--- src/rtl/stateful_tbl_arb_if.sv ---
// stateful_tbl_arb_if
//   Bundles the datapath lookup/update, control-plane access and error
//   signals of the stateful table arbiter.
//   master : the requester side (datapath + control plane agents)
//   slave  : the table arbiter itself
// Signals
//   dp_req_vld/rdy, dp_req_idx          datapath lookup handshake and entry
//   dp_rsp_vld, dp_rsp_state/action     lookup result, entry [7:0] / [23:8]
//   dp_upd_vld, dp_upd_wr, dp_upd_state state commit (wr=1) or release (wr=0)
//   cp_req_vld/rdy, cp_req_wr/idx/wdata control-plane access
//   cp_rsp_vld, cp_rsp_rdata            control-plane read data
//   timeout_err                         one-cycle pulse on lock expiry
interface stateful_tbl_arb_if;
  logic        dp_req_vld;
  logic        dp_req_rdy;
  logic [3:0]  dp_req_idx;
  logic        dp_rsp_vld;
  logic [7:0]  dp_rsp_state;
  logic [15:0] dp_rsp_action;
  logic        dp_upd_vld;
  logic        dp_upd_wr;
  logic [7:0]  dp_upd_state;
  logic        cp_req_vld;
  logic        cp_req_rdy;
  logic        cp_req_wr;
  logic [3:0]  cp_req_idx;
  logic [23:0] cp_req_wdata;
  logic        cp_rsp_vld;
  logic [23:0] cp_rsp_rdata;
  logic        timeout_err;

  modport master (
    output dp_req_vld, dp_req_idx, dp_upd_vld, dp_upd_wr, dp_upd_state,
           cp_req_vld, cp_req_wr, cp_req_idx, cp_req_wdata,
    input  dp_req_rdy, dp_rsp_vld, dp_rsp_state, dp_rsp_action,
           cp_req_rdy, cp_rsp_vld, cp_rsp_rdata, timeout_err
  );

  modport slave (
    input  dp_req_vld, dp_req_idx, dp_upd_vld, dp_upd_wr, dp_upd_state,
           cp_req_vld, cp_req_wr, cp_req_idx, cp_req_wdata,
    output dp_req_rdy, dp_rsp_vld, dp_rsp_state, dp_rsp_action,
           cp_req_rdy, cp_rsp_vld, cp_rsp_rdata, timeout_err
  );
endinterface

--- src/rtl/stateful_tbl_arb.sv ---
// stateful_tbl_arb
//   16 x 24-bit state table shared between a datapath agent (lookup, then
//   commit/release under a per-entry lock) and a control-plane agent (full
//   entry read/write). One table access per cycle. The control plane is
//   protected from starvation by a grant counter; a held lock is dropped
//   after HOLD_TIMEOUT cycles.
// Parameters
//   STARVE_MAX   consecutive datapath grants allowed while the CP waits
//   HOLD_TIMEOUT maximum HOLD cycles before the lock is dropped
// Ports
//   clk     sole clock, rising edge
//   rst_n   asynchronous active-low reset
//   io_tbl  stateful_tbl_arb_if.slave (all handshake/data signals)
//   o_dp_grant_cnt, o_cp_grant_cnt, o_timeout_cnt
//           16-bit saturating statistics, present only when the macro
//           STATE_TBL_STATS_EN is defined
//
// state | meaning
// ------+----------------------------------------------------------------
// IDLE  | no lock; datapath lookups and CP accesses arbitrated
// HOLD  | entry lock_idx locked by the datapath, waiting for dp_upd or
//       | timeout; CP accesses allowed except writes to lock_idx
module stateful_tbl_arb #(
  parameter int STARVE_MAX   = 4,
  parameter int HOLD_TIMEOUT = 64
) (
  input  logic               clk,
  input  logic               rst_n,
  stateful_tbl_arb_if.slave  io_tbl
`ifdef STATE_TBL_STATS_EN
  ,
  output logic [15:0]        o_dp_grant_cnt,
  output logic [15:0]        o_cp_grant_cnt,
  output logic [15:0]        o_timeout_cnt
`endif
);

  localparam int SW = (STARVE_MAX < 1) ? 1 : $clog2(STARVE_MAX + 1);
  localparam int HW = (HOLD_TIMEOUT < 2) ? 1 : $clog2(HOLD_TIMEOUT + 1);
  localparam logic [SW-1:0] STARVE_MAX_V = SW'(STARVE_MAX);
  localparam logic [HW-1:0] HOLD_LOAD_V  = HW'(HOLD_TIMEOUT - 1);

  typedef enum logic {
    ST_IDLE = 1'b0,
    ST_HOLD = 1'b1
  } state_t;

  state_t          r_state;
  state_t          w_state_nxt;

  logic [23:0]     r_tbl [16];
  logic [3:0]      r_lock_idx;
  logic [SW-1:0]   r_starve_cnt;
  logic [HW-1:0]   r_hold_cnt;
  logic            r_dp_rsp_vld;
  logic [23:0]     r_dp_rsp_data;
  logic            r_cp_rsp_vld;
  logic [23:0]     r_cp_rsp_data;
  logic            r_timeout_err;

  logic            w_cp_gnt;
  logic            w_dp_rdy;
  logic            w_dp_gnt;
  logic            w_upd_take;
  logic            w_hold_tc;
  logic            w_tbl_we;
  logic [3:0]      w_tbl_widx;
  logic [23:0]     w_tbl_wdata;

  // Updates arriving in the response cycle (first HOLD cycle) are ignored.
  assign w_upd_take = (r_state == ST_HOLD) && io_tbl.dp_upd_vld && !r_dp_rsp_vld;
  // Hold timer runs down from HOLD_TIMEOUT-1; zero marks the last HOLD cycle.
  assign w_hold_tc  = (r_state == ST_HOLD) && (r_hold_cnt == '0);
  assign w_dp_gnt   = w_dp_rdy && io_tbl.dp_req_vld;

  // ---------------------------------------------------------------- FSM
  always_ff @(posedge clk or negedge rst_n) begin
    if (!rst_n) begin
      r_state <= ST_IDLE;
    end else begin
      r_state <= w_state_nxt;
    end
  end

  always_comb begin
    w_state_nxt = r_state;
    case (r_state)
      ST_IDLE: if (w_dp_gnt) w_state_nxt = ST_HOLD;
      ST_HOLD: if (w_upd_take || w_hold_tc) w_state_nxt = ST_IDLE;
      default: w_state_nxt = ST_IDLE;
    endcase
  end

  always_comb begin
    w_cp_gnt = 1'b0;
    w_dp_rdy = 1'b0;
    case (r_state)
      ST_IDLE: begin
        w_cp_gnt = io_tbl.cp_req_vld &&
                   (!io_tbl.dp_req_vld || (r_starve_cnt == STARVE_MAX_V));
        w_dp_rdy = !w_cp_gnt;
      end
      ST_HOLD: begin
        // A CP write to the locked entry stalls; an update owns the table port.
        w_cp_gnt = io_tbl.cp_req_vld && !io_tbl.dp_upd_vld &&
                   (!io_tbl.cp_req_wr || (io_tbl.cp_req_idx != r_lock_idx));
      end
      default: begin
        w_cp_gnt = 1'b0;
        w_dp_rdy = 1'b0;
      end
    endcase
  end

  // Ready outputs are forced low while reset is asserted; the registers are
  // already held in reset, so only the outputs need the gate.
  assign io_tbl.dp_req_rdy = w_dp_rdy && rst_n;
  assign io_tbl.cp_req_rdy = w_cp_gnt && rst_n;

  // ---------------------------------------------------------- table port
  always_comb begin
    w_tbl_we    = 1'b0;
    w_tbl_widx  = io_tbl.cp_req_idx;
    w_tbl_wdata = io_tbl.cp_req_wdata;
    if (w_cp_gnt && io_tbl.cp_req_wr) begin
      w_tbl_we = 1'b1;
    end else if (w_upd_take && io_tbl.dp_upd_wr) begin
      w_tbl_we    = 1'b1;
      w_tbl_widx  = r_lock_idx;
      w_tbl_wdata = {r_tbl[r_lock_idx][23:8], io_tbl.dp_upd_state};
    end
  end

  always_ff @(posedge clk or negedge rst_n) begin
    if (!rst_n) begin
      for (int i = 0; i < 16; i++) begin
        r_tbl[i] <= '0;
      end
    end else if (w_tbl_we) begin
      r_tbl[w_tbl_widx] <= w_tbl_wdata;
    end
  end

  // ------------------------------------------------ lock, timers, responses
  always_ff @(posedge clk or negedge rst_n) begin
    if (!rst_n) begin
      r_lock_idx    <= '0;
      r_hold_cnt    <= '0;
      r_starve_cnt  <= '0;
      r_dp_rsp_vld  <= 1'b0;
      r_dp_rsp_data <= '0;
      r_cp_rsp_vld  <= 1'b0;
      r_cp_rsp_data <= '0;
      r_timeout_err <= 1'b0;
    end else begin
      if (w_dp_gnt) begin
        r_lock_idx <= io_tbl.dp_req_idx;
        r_hold_cnt <= HOLD_LOAD_V;
      end else if ((r_state == ST_HOLD) && !w_upd_take && !w_hold_tc) begin
        r_hold_cnt <= r_hold_cnt - HW'(1);
      end

      if (w_cp_gnt) begin
        r_starve_cnt <= '0;
      end else if (w_dp_gnt && io_tbl.cp_req_vld && (r_starve_cnt != STARVE_MAX_V)) begin
        r_starve_cnt <= r_starve_cnt + SW'(1);
      end

      // Reads sample the table before this cycle's write lands.
      r_dp_rsp_vld <= w_dp_gnt;
      if (w_dp_gnt) begin
        r_dp_rsp_data <= r_tbl[io_tbl.dp_req_idx];
      end

      r_cp_rsp_vld <= w_cp_gnt && !io_tbl.cp_req_wr;
      if (w_cp_gnt && !io_tbl.cp_req_wr) begin
        r_cp_rsp_data <= r_tbl[io_tbl.cp_req_idx];
      end

      r_timeout_err <= w_hold_tc && !w_upd_take;
    end
  end

  assign io_tbl.dp_rsp_vld    = r_dp_rsp_vld;
  assign io_tbl.dp_rsp_state  = r_dp_rsp_data[7:0];
  assign io_tbl.dp_rsp_action = r_dp_rsp_data[23:8];
  assign io_tbl.cp_rsp_vld    = r_cp_rsp_vld;
  assign io_tbl.cp_rsp_rdata  = r_cp_rsp_data;
  assign io_tbl.timeout_err   = r_timeout_err;

`ifdef STATE_TBL_STATS_EN
  // ------------------------------------------------- saturating statistics
  logic [15:0] r_dp_grant_cnt;
  logic [15:0] r_cp_grant_cnt;
  logic [15:0] r_timeout_cnt;

  always_ff @(posedge clk or negedge rst_n) begin
    if (!rst_n) begin
      r_dp_grant_cnt <= '0;
      r_cp_grant_cnt <= '0;
      r_timeout_cnt  <= '0;
    end else begin
      if (w_dp_gnt && (r_dp_grant_cnt != 16'hFFFF)) begin
        r_dp_grant_cnt <= r_dp_grant_cnt + 16'd1;
      end
      if (w_cp_gnt && (r_cp_grant_cnt != 16'hFFFF)) begin
        r_cp_grant_cnt <= r_cp_grant_cnt + 16'd1;
      end
      if (w_hold_tc && !w_upd_take && (r_timeout_cnt != 16'hFFFF)) begin
        r_timeout_cnt <= r_timeout_cnt + 16'd1;
      end
    end
  end

  assign o_dp_grant_cnt = r_dp_grant_cnt;
  assign o_cp_grant_cnt = r_cp_grant_cnt;
  assign o_timeout_cnt  = r_timeout_cnt;
`endif

endmodule

--- src/flat_wrapper.sv ---
// flat-port wrapper written by rule: the top's interface ports become plain ports
module stateful_tbl_arb_flat 
#(
  parameter int STARVE_MAX   = 4,
  parameter int HOLD_TIMEOUT = 64
)
  (clk, rst_n, io_tbl_dp_req_vld, io_tbl_dp_req_idx, io_tbl_dp_upd_vld, io_tbl_dp_upd_wr, io_tbl_dp_upd_state, io_tbl_cp_req_vld, io_tbl_cp_req_wr, io_tbl_cp_req_idx, io_tbl_cp_req_wdata, io_tbl_dp_req_rdy, io_tbl_dp_rsp_vld, io_tbl_dp_rsp_state, io_tbl_dp_rsp_action, io_tbl_cp_req_rdy, io_tbl_cp_rsp_vld, io_tbl_cp_rsp_rdata, io_tbl_timeout_err);
  stateful_tbl_arb_if io_tbl_i ();
  input  logic clk;
  input  logic rst_n;
  input wire logic [$bits(io_tbl_i.dp_req_vld)-1:0] io_tbl_dp_req_vld;
  input wire logic [$bits(io_tbl_i.dp_req_idx)-1:0] io_tbl_dp_req_idx;
  input wire logic [$bits(io_tbl_i.dp_upd_vld)-1:0] io_tbl_dp_upd_vld;
  input wire logic [$bits(io_tbl_i.dp_upd_wr)-1:0] io_tbl_dp_upd_wr;
  input wire logic [$bits(io_tbl_i.dp_upd_state)-1:0] io_tbl_dp_upd_state;
  input wire logic [$bits(io_tbl_i.cp_req_vld)-1:0] io_tbl_cp_req_vld;
  input wire logic [$bits(io_tbl_i.cp_req_wr)-1:0] io_tbl_cp_req_wr;
  input wire logic [$bits(io_tbl_i.cp_req_idx)-1:0] io_tbl_cp_req_idx;
  input wire logic [$bits(io_tbl_i.cp_req_wdata)-1:0] io_tbl_cp_req_wdata;
  output wire logic [$bits(io_tbl_i.dp_req_rdy)-1:0] io_tbl_dp_req_rdy;
  output wire logic [$bits(io_tbl_i.dp_rsp_vld)-1:0] io_tbl_dp_rsp_vld;
  output wire logic [$bits(io_tbl_i.dp_rsp_state)-1:0] io_tbl_dp_rsp_state;
  output wire logic [$bits(io_tbl_i.dp_rsp_action)-1:0] io_tbl_dp_rsp_action;
  output wire logic [$bits(io_tbl_i.cp_req_rdy)-1:0] io_tbl_cp_req_rdy;
  output wire logic [$bits(io_tbl_i.cp_rsp_vld)-1:0] io_tbl_cp_rsp_vld;
  output wire logic [$bits(io_tbl_i.cp_rsp_rdata)-1:0] io_tbl_cp_rsp_rdata;
  output wire logic [$bits(io_tbl_i.timeout_err)-1:0] io_tbl_timeout_err;
  assign io_tbl_i.dp_req_vld = io_tbl_dp_req_vld;
  assign io_tbl_i.dp_req_idx = io_tbl_dp_req_idx;
  assign io_tbl_i.dp_upd_vld = io_tbl_dp_upd_vld;
  assign io_tbl_i.dp_upd_wr = io_tbl_dp_upd_wr;
  assign io_tbl_i.dp_upd_state = io_tbl_dp_upd_state;
  assign io_tbl_i.cp_req_vld = io_tbl_cp_req_vld;
  assign io_tbl_i.cp_req_wr = io_tbl_cp_req_wr;
  assign io_tbl_i.cp_req_idx = io_tbl_cp_req_idx;
  assign io_tbl_i.cp_req_wdata = io_tbl_cp_req_wdata;
  assign io_tbl_dp_req_rdy = io_tbl_i.dp_req_rdy;
  assign io_tbl_dp_rsp_vld = io_tbl_i.dp_rsp_vld;
  assign io_tbl_dp_rsp_state = io_tbl_i.dp_rsp_state;
  assign io_tbl_dp_rsp_action = io_tbl_i.dp_rsp_action;
  assign io_tbl_cp_req_rdy = io_tbl_i.cp_req_rdy;
  assign io_tbl_cp_rsp_vld = io_tbl_i.cp_rsp_vld;
  assign io_tbl_cp_rsp_rdata = io_tbl_i.cp_rsp_rdata;
  assign io_tbl_timeout_err = io_tbl_i.timeout_err;
  stateful_tbl_arb #(.STARVE_MAX(STARVE_MAX), .HOLD_TIMEOUT(HOLD_TIMEOUT)) u_core (.clk(clk), .rst_n(rst_n), .io_tbl(io_tbl_i));
endmodule
--- config.mk ---
export PLATFORM = sky130hd
export DESIGN_NAME = stateful_tbl_arb_flat
export DESIGN_NICKNAME = d
export VERILOG_FILES = /design/src/rtl/stateful_tbl_arb_if.sv /design/src/rtl/stateful_tbl_arb.sv /design/src/flat_wrapper.sv
export SDC_FILE = /design/constraint.sdc
export NUM_CORES = 1
export LEC_CHECK = 0
export BUFFER_PORTS_ARGS = -buffer_cell sky130_fd_sc_hd__buf_2
export CORE_ASPECT_RATIO = 1.2
export CORE_MARGIN = 2
export CORE_UTILIZATION = 60
export DETAILED_ROUTE_END_ITERATION = 10
export HOLD_SLACK_MARGIN = 0.12
export PLACE_DENSITY = 0.78
export SLEW_MARGIN = 40
export SYNTH_ARGS = -nofsm -noshare
export SYNTH_HDL_FRONTEND = slang
export SYNTH_SLANG_ARGS = --single-unit
--- constraint.sdc ---
create_clock -name clk -period 4.3 [get_ports clk]
set_input_delay 0.86 -clock clk [delete_from_list [all_inputs] [get_ports clk]]
set_output_delay 0.86 -clock clk [all_outputs]
set_load 0.02 [all_outputs]
# Yosys cells after proc, flatten, opt, wreduce, memory -nomap -nowiden
# Cells that the tools add are included.
# word_totals
ff_bits,450
inputBits,47
out_inout_bits,53
word_cells,98
# op_classes
n_addsub,2
magnitude_cmp,5
n_eq_ne,3
n_mux,27
n_bitwise,5
reduce_logical,31
# ops
cell,count
384-bit bitwise mux,1
24-bit binary-select mux with 4-bit select,3
24-bit 2-to-1 mux,9
24-bit demux with 4-bit select,1
5-bit >= comparator (second input constant),4
4-bit inverter with 5-bit output,4
1-bit logical AND,18
7-bit 2-to-1 mux,2
4-bit 2-to-1 mux,2
1-bit zero test,7
7-bit zero test,1
7-bit by 1-bit subtractor with 7-bit output (second input constant),1
3-bit 2-to-1 mux,2
5-bit by 1-bit less-than comparator with 1-bit output (second input constant),1
1-bit 2-to-1 mux,5
4-bit != test,1
1-bit one-hot mux with 2 select lines,2
2-bit nonzero test,2
3-bit by 1-bit adder with 3-bit output (second input constant),1
3-bit == test (second input constant),1
1-bit logical OR,3
3-bit != test (second input constant),1
1-bit inverter,1

# Logic depth before layout (Yosys ltp)
# depth
ltp_word,12
depth_mapped,9
ltp_nobuf,8

# Least setup slack after synthesis
# No wires, ideal clock.
# synth_timing
path_type,input -> output
from,input io_tbl_dp_upd_vld
to,output io_tbl_cp_req_rdy
arrival_ns,1.986
required_ns,3.440
path_slack_ns,1.454
cell_stages,4
n_path_buf,1
path_cell_list,buf_4 > a221oi_4 > o21a_1 > and2_1
# synth_via
elab_chain_cells,5
# synth_lines
item,line_no,source
start: declaration,flat_wrapper.sv:13,input wire logic [$bits(io_tbl_i.dp_upd_vld)-1:0] io_tbl_dp_upd_vld;
1-bit zero test,stateful_tbl_arb.sv:105,w_cp_gnt = io_tbl.cp_req_vld && !io_tbl.dp_upd_vld &&
1-bit logical AND (2 in series),stateful_tbl_arb.sv:105,
1-bit one-hot mux with 2 select lines,stateful_tbl_arb.sv:97,case (r_state)
1-bit logical AND,stateful_tbl_arb.sv:118,assign io_tbl.cp_req_rdy = w_cp_gnt && rst_n;
end: declaration,flat_wrapper.sv:24,output wire logic [$bits(io_tbl_i.cp_req_rdy)-1:0] io_tbl_cp_req_rdy;
# No other way between the ends.

# Worst setup path in the final report
# layout_timing
from,register u_core.r_lock_idx[0]
to,output io_tbl_cp_req_rdy
# layout_via
elab_chain_cells,5
# layout_lines
item,line_no,source
start: declaration,stateful_tbl_arb.sv:52,logic [3:0] r_lock_idx;
start signal: assignment,stateful_tbl_arb.sv:157,r_lock_idx <= io_tbl.dp_req_idx;
4-bit != test,stateful_tbl_arb.sv:106,(!io_tbl.cp_req_wr || (io_tbl.cp_req_idx != r_lock_idx));
1-bit logical OR,stateful_tbl_arb.sv:106,
1-bit logical AND,stateful_tbl_arb.sv:105,
1-bit one-hot mux with 2 select lines,stateful_tbl_arb.sv:97,
1-bit logical AND,stateful_tbl_arb.sv:118,
# No other way between the ends.

==> results.md <==
- Multi-input gate area: 14000 µm²
- Clock power frac: 22.4%
- Status: completed
- Drt total wl: 76400 µm
- DRC: 0
- Synth Flop Type: dfrtp_1
- Avg Cell Area, Syn: 14.0 µm²
- Clock Path Buffers: 3
- Crit-path cells: xnor2_1, nand3_2, o21a_1, and2_1, buf_2
- Placed cells: 2475
- Via Count: 18100
- Top cell family by delay on the critical path: flip-flops
- Net Sw Power: 7.00 mW
- Final setup violation count: 0
- Leak: 12.7 nW
- Slowest cell on the critical path: dfrtp_4
- Hold WC Path Type: primary input to async pin
- Crit path required time: 3.44 ns
- Post-synthesis cell type count: 66
- First-pass GRT wire length: 117000 µm
- CTS Hold Buffers Added: 0
- Yosys top cell area share: 42.1%
- Yosys top cell by area: dfrtp_1
- DIE HEIGHT: 235 µm
- # diodes: 0
- RSZ-0062 raised after global routing: no
- Routability-driven placement congestion ratio: 0.920
- CP Capture Type: output port
- Largest net degree at the start of global routing: 99
- Arrival time worst endpoint: 2.79 ns
- Pint: 13.0 mW
- Worst R2R End: u_core.r_tbl[245]
- Cell Pwr Density: 681 nW/µm²
- Synth Cell Area: 26700 µm²
- Total track usage: 33.5%
- HPWL after detailed placement: 49200 µm
- Least-Margin Pin Slew: 0.960 ns
- Worst path depth: 5
- Storage cell area: 11300 µm²
- Grt ovf: 0
- Root Driver: clkbuf_16
- CTS Buf Count: 46
- Worst skew pair latency: 0.58 ns
- Initial DRC Count: 1967
- Setup Buffers After CTS: 0
- CP max FO: 48
- Sw Share: 35.1%
- Slowest stage delay, CP: 0.96 ns
- TNS Setup: 0 ns
- Synth Register Bits: 450
- Post-Syn Instances: 1910
- Layout cells sized above 1: 38.9%
- Initial antenna violation count: 3
- Setup Skew: 0.0190 ns
- CTS H-Tree Depth: 2
- Synth-to-layout area growth: 9.65%
- TritonCTS clock tree: built
- Final period util: 85.0%
- Startpoint Class: flip-flop
- Reg power frac: 40.4%
- Num ports: 100
- Crit path buffers/inverters: 1
- Initial Util: 60.8%
- Crit path kind: flip-flop to output port
- Register-to-register setup slack: 1.05 ns
- Wire per inst: 29.9 µm
- Post-synth ARST share: 100%
- Post-DRT Antenna Nets: 0
- First-pass iteration count of the detailed router: 9
- Post-Layout Cell Count: 2559
- # port buffers: 99
- Core footprint: 43900 µm²
- Max Fclk: 274 MHz
- Vias in the first global route: 18700
- Combinational power share: 37.2%
- Core Rows: 84
- Slew Viols, Final: 0
- FF-to-FF Start: u_core.r_state
- CTS Sinks: 450
- Fill cells: 3056
- Synthesis Warnings: 0
- Slew margin rel.: 36.0%
- Sequential area share after synthesis: 42.1%
- Post-CTS sizing: 0
- Die ar.: 46300 µm²
- Syn Nets: 1960
- Post-layout minimum cycle time: 3.65 ns
- Synth top area cells: dfrtp_1 (42%), mux4_2 (18%), mux2_4 (7.9%), mux2i_1 (7.0%), mux2_2 (5.6%)
- Final nets: 2014
- Maxcap violations: 0
- Peak VDD IR: 0.316 mV
- Worst reg2reg path depth: 6
- Vias per Instance: 7.09
- Clock transition at the registers of the reported paths: 0.07 ns
- Post-synth EDFFs: 0
- Final Hold Fails: 0
- Die Wd: 197 µm
cell usage in the layout (no fill, tap or decap), types with 38 or more instances in the layout:
cell	netlist	final
a221oi_1	38	38
a22o_1	53	53
buf_2	31	94
buf_4	22	50
clkbuf_16	0	49
dfrtp_1	450	447
inv_1	128	128
mux2_2	132	132
mux2_4	141	141
mux2i_1	186	186
mux4_2	209	209
nand2_1	99	98
o21ai_0	39	39
how the worst max path moves through the flow:
stage | start | to | slack (ns)
after floorplan | io_tbl_dp_upd_vld | io_tbl_cp_req_rdy | 1.45
after global placement | io_tbl_dp_upd_vld | u_core.r_tbl[257] | 0.73
after detailed placement | io_tbl_dp_upd_vld | u_core.r_tbl[177] | 0.79
after CTS | u_core.r_lock_idx[0] | io_tbl_cp_req_rdy | 0.67
after global routing | u_core.r_lock_idx[0] | io_tbl_cp_req_rdy | 0.63
final | u_core.r_lock_idx[0] | io_tbl_cp_req_rdy | 0.65
metal layers:
| layer | up-vias | GRT usage (%) | wire length, µm |
|---|---|---|---|
| met1 | 9466 | 44.0 | 28700 |
| met5 | - | 0 | 28 |
| met2 | 1076 | 52.1 | 36100 |
| li1 | 7343 | - | - |
| met3 | 248 | 10.0 | 8320 |
| met4 | 4 | 14.8 | 3200 |
Yosys cell counts (4+ instances only):
cell type    n
o31ai_4      5
nor2b_1     12
o31ai_2      4
nand2b_1    10
mux2i_1    186
a21oi_1     13
mux2_1      25
mux2_4     141
nand3_1      6
o21ai_0     39
mux4_2     209
o211ai_4     4
nor3_1      17
nand2_1     99
a221oi_1    38
mux2_2     132
clkbuf_1    66
dfrtp_1    450
o22ai_1     34
buf_1        5
nor2_1      31
a22o_1      53
xnor2_1      9
buf_2       31
and2_1       6
a21oi_4     16
buf_6       18
inv_1      128
buf_12      14
a32oi_1      6
a22oi_1      6
buf_4       22
a21o_1      15
o32a_1      16
kinds of logic after synthesis:
family                   synth area share [%]
flip-flops                               42.1
adder cells (fa/ha/maj)                 0.140
multiplexers                             39.1
AO/OA/AOI/OAI                            8.59
buffers and inverters                    5.82
XOR/XNOR                                0.328
AND/OR/NAND/NOR                          3.87
cell type report:
class | instances | area share, %
tap | 559 | 2.39
multi-input combinational | 1175 | 47.6
inverter | 128 | 1.64
sequential | 450 | 38.4
clock buffer | 66 | 4.71
timing repair buffer | 163 | 4.18
clock inverter | 18 | 1.02
worst reg2reg max path, cell delays in order (launching register included):
cell       delay (ns)
dfrtp_1          0.72
nand4b_4         0.53
nor2_1           0.38
a2bb2oi_2        0.21
a21oi_4          0.66
buf_12           0.27
mux2_2           0.36
power groups by stage:
stage	Combinational [mW]	Clock [mW]	Sequential (mW)
floorplan	5.61	0	7.49
global placement	7.00	0	7.83
detailed placement	7.28	0	7.99
CTS	7.34	4.50	7.95
global route	7.88	4.66	8.27
finish	7.43	4.46	8.07
flip-flops by register name (all words and copies together) (netlist names), 3 cells and up:
name                        flops
u_core.io_tbl.cp_rsp_rdata     24
u_core.r_dp_rsp_data           24
u_core.r_hold_cnt               7
u_core.r_lock_idx               4
u_core.r_starve_cnt             3
u_core.r_tbl                  384
through the flow:
stage	hold WS [ns]	util (%)	total power [mW]	instance area, µm²	setup slack (ns)
final	0.201	66.7	20.0	29300	0.646
after global routing	0.230	66.7	20.8	29300	0.628
after global placement	0.448	62.6	14.8	27500	0.726
after floorplan	0.434	-	13.1	26700	1.45
after CTS	0.212	66.7	19.8	29300	0.674
after detailed placement	0.447	62.8	15.3	27600	0.791
No activity file was read; power rests on OpenSTA's default activity.
